[src/rtl/switch_control_if.sv]
// Allocator-side bundle of one Phoenix router: header requests and flits in,
// grants, free flags and crossbar selects out.
interface switch_control_if #(
    parameter int NPORT = 5,
    parameter int WIDTH = 16
);
    logic [NPORT-1:0]       h;
    logic [NPORT*WIDTH-1:0] data;
    logic [NPORT-1:0]       sender;
    logic [NPORT-1:0]       ack_h;
    logic [NPORT-1:0]       free;
    logic [NPORT*3-1:0]     mux_in;
    logic [NPORT*3-1:0]     mux_out;

    modport master (output h, data, sender, input ack_h, free, mux_in, mux_out);
    modport slave  (input h, data, sender, output ack_h, free, mux_in, mux_out);
endinterface

[src/rtl/switch_control.sv]
// Phoenix router switch allocator: round-robin header arbitration, XY routing,
// output-port allocation and release of the crossbar connections.
module switch_control #(
    parameter int NPORT = 5,
    parameter int WIDTH = 16,
    parameter logic [WIDTH/2-1:0] ROUTER_XY = '0
) (
    input logic clock,
    input logic reset,
    switch_control_if.slave sw
);
    localparam int unsigned NP = NPORT;
    localparam int HW = WIDTH / 2;
    localparam int QW = WIDTH / 4;
    localparam logic [2:0] EAST  = 3'd0;
    localparam logic [2:0] WEST  = 3'd1;
    localparam logic [2:0] NORTH = 3'd2;
    localparam logic [2:0] SOUTH = 3'd3;
    localparam logic [2:0] LOCAL = 3'd4;
    localparam logic [2:0] NONE  = 3'b111;

    typedef enum logic [1:0] {IDLE, SEL, ROUTE, GRANT} state_t;

    state_t state_q, state_d;
    logic [2:0] ptr_q, ptr_d, sel_q, sel_d, dir_q, dir_d;
    logic [NPORT-1:0] ack_q, ack_d, free_q, free_d, sender_q;
    logic [NPORT-1:0][2:0] mux_in_q, mux_in_d, mux_out_q, mux_out_d;

    logic [NPORT-1:0] req;
    logic found;
    logic [2:0] pick;
    logic [HW-1:0] addr;
    logic [QW-1:0] tx, ty, lx, ly;
    logic grant_ok;

    // Inputs already holding a connection are not eligible for arbitration.
    always_comb begin
        req = '0;
        for (int unsigned i = 0; i < NP; i++)
            req[i] = sw.h[i] && (mux_in_q[i] == NONE);
    end

    always_comb begin
        found = 1'b0;
        pick  = ptr_q;
        for (int unsigned k = 1; k <= NP; k++) begin
            if (!found && req[(32'(ptr_q) + k) % NP]) begin
                found = 1'b1;
                pick  = 3'((32'(ptr_q) + k) % NP);
            end
        end
    end

    always_comb begin
        addr = sw.data[int'(sel_q) * WIDTH +: HW];
        tx   = addr[HW-1:QW];
        ty   = addr[QW-1:0];
        lx   = ROUTER_XY[HW-1:QW];
        ly   = ROUTER_XY[QW-1:0];
        grant_ok = free_q[dir_q] && sw.h[sel_q] && ((dir_q != sel_q) || (dir_q == LOCAL));
    end

    always_comb begin
        state_d   = state_q;
        ptr_d     = ptr_q;
        sel_d     = sel_q;
        dir_d     = dir_q;
        ack_d     = '0;
        free_d    = free_q;
        mux_in_d  = mux_in_q;
        mux_out_d = mux_out_q;

        // Releases are applied first; a grant never touches a port or input being released.
        for (int unsigned i = 0; i < NP; i++) begin
            if (sender_q[i] && !sw.sender[i] && (mux_in_q[i] != NONE)) begin
                free_d[mux_in_q[i]]    = 1'b1;
                mux_out_d[mux_in_q[i]] = NONE;
                mux_in_d[i]            = NONE;
            end
        end

        unique case (state_q)
            IDLE: if (|sw.h) state_d = SEL;
            SEL: begin
                if (found) begin
                    sel_d   = pick;
                    ptr_d   = pick;
                    state_d = ROUTE;
                end else begin
                    state_d = IDLE;
                end
            end
            ROUTE: begin
                if (tx > lx)      dir_d = EAST;
                else if (tx < lx) dir_d = WEST;
                else if (ty > ly) dir_d = NORTH;
                else if (ty < ly) dir_d = SOUTH;
                else              dir_d = LOCAL;
                state_d = GRANT;
            end
            GRANT: begin
                if (grant_ok) begin
                    free_d[dir_q]    = 1'b0;
                    mux_in_d[sel_q]  = dir_q;
                    mux_out_d[dir_q] = sel_q;
                    ack_d[sel_q]     = 1'b1;
                end
                state_d = IDLE;
            end
            default: state_d = IDLE;
        endcase
    end

    always_ff @(posedge clock or posedge reset) begin
        if (reset) begin
            state_q   <= IDLE;
            ptr_q     <= 3'(NPORT - 1);
            sel_q     <= '0;
            dir_q     <= '0;
            ack_q     <= '0;
            free_q    <= '1;
            mux_in_q  <= '1;
            mux_out_q <= '1;
            sender_q  <= '0;
        end else begin
            state_q   <= state_d;
            ptr_q     <= ptr_d;
            sel_q     <= sel_d;
            dir_q     <= dir_d;
            ack_q     <= ack_d;
            free_q    <= free_d;
            mux_in_q  <= mux_in_d;
            mux_out_q <= mux_out_d;
            sender_q  <= sw.sender;
        end
    end

    assign sw.ack_h   = ack_q;
    assign sw.free    = free_q;
    assign sw.mux_in  = mux_in_q;
    assign sw.mux_out = mux_out_q;
endmodule
[src/flat_wrapper.sv]
// flat-port wrapper written by rule: the top's interface ports become plain ports
module switch_control_flat 
#(
    parameter int NPORT = 5,
    parameter int WIDTH = 16,
    parameter logic [WIDTH/2-1:0] ROUTER_XY = '0
)
  (clock, reset, sw_h, sw_data, sw_sender, sw_ack_h, sw_free, sw_mux_in, sw_mux_out);
  switch_control_if #(.NPORT(NPORT), .WIDTH(WIDTH)) sw_i ();
  input logic clock;
  input logic reset;
  input wire logic [$bits(sw_i.h)-1:0] sw_h;
  input wire logic [$bits(sw_i.data)-1:0] sw_data;
  input wire logic [$bits(sw_i.sender)-1:0] sw_sender;
  output wire logic [$bits(sw_i.ack_h)-1:0] sw_ack_h;
  output wire logic [$bits(sw_i.free)-1:0] sw_free;
  output wire logic [$bits(sw_i.mux_in)-1:0] sw_mux_in;
  output wire logic [$bits(sw_i.mux_out)-1:0] sw_mux_out;
  assign sw_i.h = sw_h;
  assign sw_i.data = sw_data;
  assign sw_i.sender = sw_sender;
  assign sw_ack_h = sw_i.ack_h;
  assign sw_free = sw_i.free;
  assign sw_mux_in = sw_i.mux_in;
  assign sw_mux_out = sw_i.mux_out;
  switch_control #(.NPORT(NPORT), .WIDTH(WIDTH), .ROUTER_XY(ROUTER_XY)) u_core (.clock(clock), .reset(reset), .sw(sw_i));
endmodule
[config.mk]
export PLATFORM = sky130hd
export DESIGN_NAME = switch_control_flat
export DESIGN_NICKNAME = d
export VERILOG_FILES = /design/src/rtl/switch_control_if.sv /design/src/rtl/switch_control.sv /design/src/flat_wrapper.sv
export SDC_FILE = /design/constraint.sdc
export NUM_CORES = 1
export LEC_CHECK = 0
export BUFFER_PORTS_ARGS = -buffer_cell sky130_fd_sc_hd__buf_2
export CORE_AREA = 10 10 128 84
export DETAILED_ROUTE_END_ITERATION = 10
export DIE_AREA = 0 0 138 94
export PLACE_DENSITY = 0.79
export SYNTH_ARGS = -nofsm -noshare
export SYNTH_HDL_FRONTEND = slang
export SYNTH_SLANG_ARGS = --single-unit
[constraint.sdc]
create_clock -name clock -period 4.8 [get_ports clock]
set_input_delay 0.24 -clock clock [delete_from_list [all_inputs] [get_ports clock]]
set_output_delay 0.24 -clock clock [all_outputs]
set_load 0.02 [all_outputs]
# Word level (Yosys, flattened, before mapping)

Cells that the tools add are included.

Register bits: 56
Bits in latches: 0
RAM bits: 0
ROM bits: 0
Input port bits: 92
Output and inout port bits: 40
Logic and storage cells: 204
Memories kept: 0

Add/sub/neg operators: 5
Multiply operators: 0
Divide/modulo/power cells: 5
Order comparisons: 23
Eq/ne operators: 16
Shift-type cells: 1
Mux-type cells: 84
Bitwise operators: 12
Reductions and logical operators: 41

Operators by type and width:

| kind                                                               | count |
|---|---|
| < comparator 32 x 4 -> 1 bit (second input constant)               | 5 |
| modulo 32 x 3 -> 32 bit (second input constant)                    | 5 |
| two-way mux 15 bit                                                 | 9 |
| variable part select 80 x 8 -> 8 bit                               | 1 |
| OR 15 bit                                                          | 5 |
| demux 3 bit (select 3 bit)                                         | 7 |
| two-way mux 3 bit                                                  | 21 |
| two-way mux 5 bit                                                  | 9 |
| bitwise mux 15 bit                                                 | 2 |
| logical AND 1 bit                                                  | 28 |
| < comparator 3 x 4 -> 1 bit (second input constant)                | 7 |
| OR 5 bit                                                           | 5 |
| binary-select mux 1 bit (select 3 bit)                             | 7 |
| demux 1 bit (select 3 bit)                                         | 7 |
| greater-or-equal comparator 3 x 1 -> 1 bit (second input constant) | 7 |
| two-way mux 1 bit                                                  | 19 |
| equality test 3 bit (second input constant)                        | 6 |
| inequality test 3 bit (second input constant)                      | 5 |
| logical NOT 1 bit                                                  | 9 |
| adder 3 x 2 -> 4 bit (second input constant)                       | 2 |
| adder 3 x 3 -> 4 bit (second input constant)                       | 2 |
| > comparator 4 x 1 -> 1 bit (second input constant)                | 2 |
| < comparator 4 x 1 -> 1 bit (second input constant)                | 2 |
| one-hot mux 2 bit (4 select lines)                                 | 1 |
| other kinds (12)                                                   | 14 |

# Longest topological paths before layout

Depth in word-level cells: 19
Mapped depth: 21
Gate-level depth less buffers: 19

# Worst setup path after synthesis

No wires, ideal clock.

Kind: register -> register
Start point: register, netlist name u_core.sel_q[0]
End point: register u_core.sel_q[0]
Setup time: 0.120 ns
Arrival: 4.254 ns
Required time: 4.680 ns
Slack: 0.426 ns
Cell stages (with the launch flop): 22
Buffers on the path: 2
Clock period less this slack: 4.374 ns
Cell sequence: dfrtp_1 > buf_2 > inv_2 > buf_6 > ha_1 > xnor2_4 > inv_1 > ha_1 > nor2_1 > a21oi_1 > xnor2_1 > inv_1 > ha_1 > nand2b_1 > o311ai_0 > a21oi_1 > nor2_1 > a211o_1 > nand2_1 > o221ai_1 > a2111o_1 > o211a_1

RTL lines:

| item                 | line                  | RTL |
|---|---|---|
| to (signal assigned) | switch_control.sv:128 | `sel_q <= sel_d;` |
| to (decl)            | switch_control.sv:25  | `logic [2:0] ptr_q, ptr_d, sel_q, sel_d, dir_q, dir_d;` |

==> summary.md <==
| Metric | Value |
|---|---|
| WP data arrival | 4.68 ns |
| Ant. Diodes | 0 |
| Synthesis-stage register bit count | 53 |
| Num CTS Buffers | 5 |
| Chip Width | 138 um |
| Number of buffers added on ports | 91 |
| Cell Pwr Density | 864 nW/um2 |
| M2 GR Usage | 0.284 |
| Reg2reg end | u_core.sel_q[0] |
| CP delay by family, top | compound AO/OA/AOI/OAI gates |
| Nets | 695 |
| Wire length per cell | 18.5 um |
| Die Y | 94 um |
| Final hold vios | 0 |
| Layout area overhead | 19.0% |
| F_max | 0.222 GHz |
| Fillers | 749 |
| Leakage | 2.21 nW |
| CP max FO | 7 |
| Commonest cells in the netlist | nor2_1, a21oi_1, dfstp_2, nand2_1, ha_1 |
| Vias per inst | 6.08 |
| GP Congestion | 0.891 |
| Initial antenna violation count | 0 |
| CTS tree | done |
| Final Skew | 0.00364 ns |
| Post-route ant nets | 0 |
| Main area contributors after synthesis | dfstp_2, dfrtp_1, ha_1 |
| Crit path to | u_core.sel_q[0] |
| Cells on worst reg2reg path | 20 |
| Worst EP required | 4.98 ns |
| Clk_lat worst skew | 0.29 ns |
| Drt drc | 0 |
| Global routing usage on met3 | 0.0485 |
| Sequential area share after synthesis | 0.323 |
| Ys async rst share | 1.00 |
| Hold Crit Class | in -> reg |
| Die area | 13,000 um2 |
| # clock sinks | 53 |
| Multi-input gate area | 2690 um2 |
| First-pass GRT wire length | 20,700 um |
| Setup Viol. Count Final | 0 |
| Gr usage total | 0.189 |
| Top_reg_cell synth | dfstp_2 |
| Total power | 4.37 mW |
| Period minus WS final | 4.50 ns |
| Hold depth | 1 |
| Overflow after GRT | 0 |
| Worst R2R Start | u_core.sel_q[1] |
| Number of core rows | 26 |
| Pin count of the biggest net entering global routing | 54 |
| Worst path max stage delay | 0.49 ns |
| Synth area leader | dfstp_2 |
| Crit. path cell count | 20 |
| Met1 usage | 0.272 |
| Vias in the first global route | 4,035 |
| Avg Inst Size Synth | 8.98 um2 |
| Via count | 4,171 |
| CP Cell Sequence | inv_1 -> ha_1 -> xnor2_4 -> inv_1 -> ha_1 -> nor2_1 -> a21oi_1 -> xnor2_1 -> inv_1 -> ha_1 -> nand2b_1 -> o311ai_0 -> a21o_1 -> a211oi_1 -> o211ai_1 -> buf_4 -> nand4_1 -> a21oi_1 -> a2111o_1 -> o211a_1 |
| Outcome | finished, final reports clean |
| CP Capture Type | flip-flop |
| DRT iter0 DRCs | 423 |
| Clock-pin slew on the worst setup and hold paths | 0.07 ns |
| CP startpoint | u_core.sel_q[1] |
| Clock Path Buffers | 2 |
| GRT busiest layer | met2 |
| Clock Tree Root | clkbuf_16 |
| Pre-Repair DR Iteration Count | 6 |
| Core area | 8330 um2 |
| I/O pins | 132 |
| Max-capacitance violation count | 0 |
| EDFF count, synth | 0 |
| Critical path's slowest cell | dfrtp_2 |
| Synth Net Count | 595 |
| Flop-to-flop setup slack | 0.30 ns |
| Share of the synthesized area in the top cell type | 0.223 |
| Ys Warns | 0 |
| Count of pins over their slew limit | 0 |
| Register area | 1380 um2 |
| WL final | 12,700 um |
| Most common cell in the netlist | nor2_1 |
| Mapped Area | 4250 um2 |
| Dpl hpwl | 10,100 um |
| H-tree levels | 2 |
| Layout cells sized above 1 | 0.331 |
| Startpoint types | flip-flop |
| Synth Instances | 473 |
| Fin crit share | 0.938 |
| Worst-case vdd ir drop | 0.334 mV |
| Initial Util | 0.510 |
| RSZ-0062 raised after global routing | no |
| Actual slew at the worst max-slew pin | 1.05 ns |
| Synth unique cells | 83 |
| Buffers & Inverters on Critical Path | 4 |
| Max-Slew Margin vs Limit | 0.299 |
| TNS Setup | 0 ns |
| WS Path Type | reg -> reg |
-- registers in the layout (all words and copies together), names as in the netlist, named ones only --
| register | count |
|---|---|
| u_core.sw.ack_h | 5 |
| u_core.sender_q | 5 |
| u_core.sw.free | 5 |
| u_core.state_q | 1 |
| u_core.sw.mux_out | 15 |
| u_core.sel_q | 3 |
| u_core.dir_q | 2 |
| u_core.ptr_q | 1 |
| u_core.sw.mux_in | 15 |
-- metal layers --
metal / vias to the layer above / part of all wire
met1: 1979 / 0.47
met2: 212 / 0.42
met5: - / 0
met4: 0 / 0.0068
met3: 11 / 0.099
li1: 1969 / -
-- cell families (layout without fill, tap and decap cells) --
logic type	count (synthesis)	after routing	share of synthesized area
and+or+nand+nor	201	201	0.248
AOI/OAI and AO/OA	120	120	0.203
DFF	53	53	0.323
buffers and inverters	39	140	0.0459
adders and majority gates	30	30	0.0901
muxes	22	22	0.0663
xor gates and xnor gates	8	8	0.0244
-- worst min path at each step --
| stage | from | endpoint | slack, ns |
|---|---|---|---|
| after floorplan | sw_sender[0] | u_core.sender_q[0] | 0.27 |
| after global placement | sw_sender[4] | u_core.sender_q[4] | 0.36 |
| after detailed placement | sw_sender[4] | u_core.sender_q[4] | 0.37 |
| after CTS | sw_sender[4] | u_core.sender_q[4] | 0.06 |
| after global routing | sw_sender[4] | u_core.sender_q[4] | 0.06 |
| final | sw_sender[4] | u_core.sender_q[4] | 0.06 |
-- per-stage QoR --
| stage | cells | cell area [um2] | worst slack, ns | hold slack [ns] | utilization |
|---|---|---|---|---|---|
| after floorplan | 473 | 4250 | 0.426 | 0.271 | - |
| after global placement | 676 | 4860 | 0.429 | 0.358 | 0.583 |
| after detailed placement | 676 | 4860 | 0.317 | 0.365 | 0.583 |
| after CTS | 684 | 5030 | 0.293 | 0.0621 | 0.604 |
| after global routing | 686 | 5060 | 0.0269 | 0.0565 | 0.607 |
| final | 686 | 5060 | 0.297 | 0.0597 | 0.607 |
-- area by class of cell --
type                    count  area share
repair buffers            109       0.117
flip-flops and latches     53       0.272
well taps                 112      0.0277
clock inverters             2     0.00718
clock buffers               6      0.0275
multi-input cells         381       0.531
inverters                  23      0.0171
-- cells in the final DEF (no fill, tap or decap), types with 4 or more instances in the layout --
cell type  netlist  routed
buf_2            1      91
and3_1           6       6
nand3_1         19      19
a21oi_1         36      36
a211oi_1         4       4
xnor2_1          5       5
nor2b_1         10      10
nor4_1          15      15
dfrtp_1         17      15
nor2_1          44      43
nor3_1          24      24
a31oi_1          6       6
mux4_2           4       4
nand2b_1        13      13
dfstp_2         36      35
nand4_1          8       8
clkbuf_16        0       5
o21ai_0         20      20
buf_4            0      18
mux2i_1         14      14
nand2_1         31      31
or2_2            7       7
inv_1           21      20
ha_1            29      29
-- where the power goes --
part | internal [mW] | switching (mW)
clock | 0.261 | 0.162
combinational | 1.30 | 1.86
sequential | 0.643 | 0.145
total | 2.20 | 2.17
-- timing repair --
item                                    CTS  global route
resized for setup                         0             5
buffers inserted                          0             2
endpoints found under the setup margin    0             4
hold buffers                              0             0
Note: power is estimated with default switching activity, not from simulation.
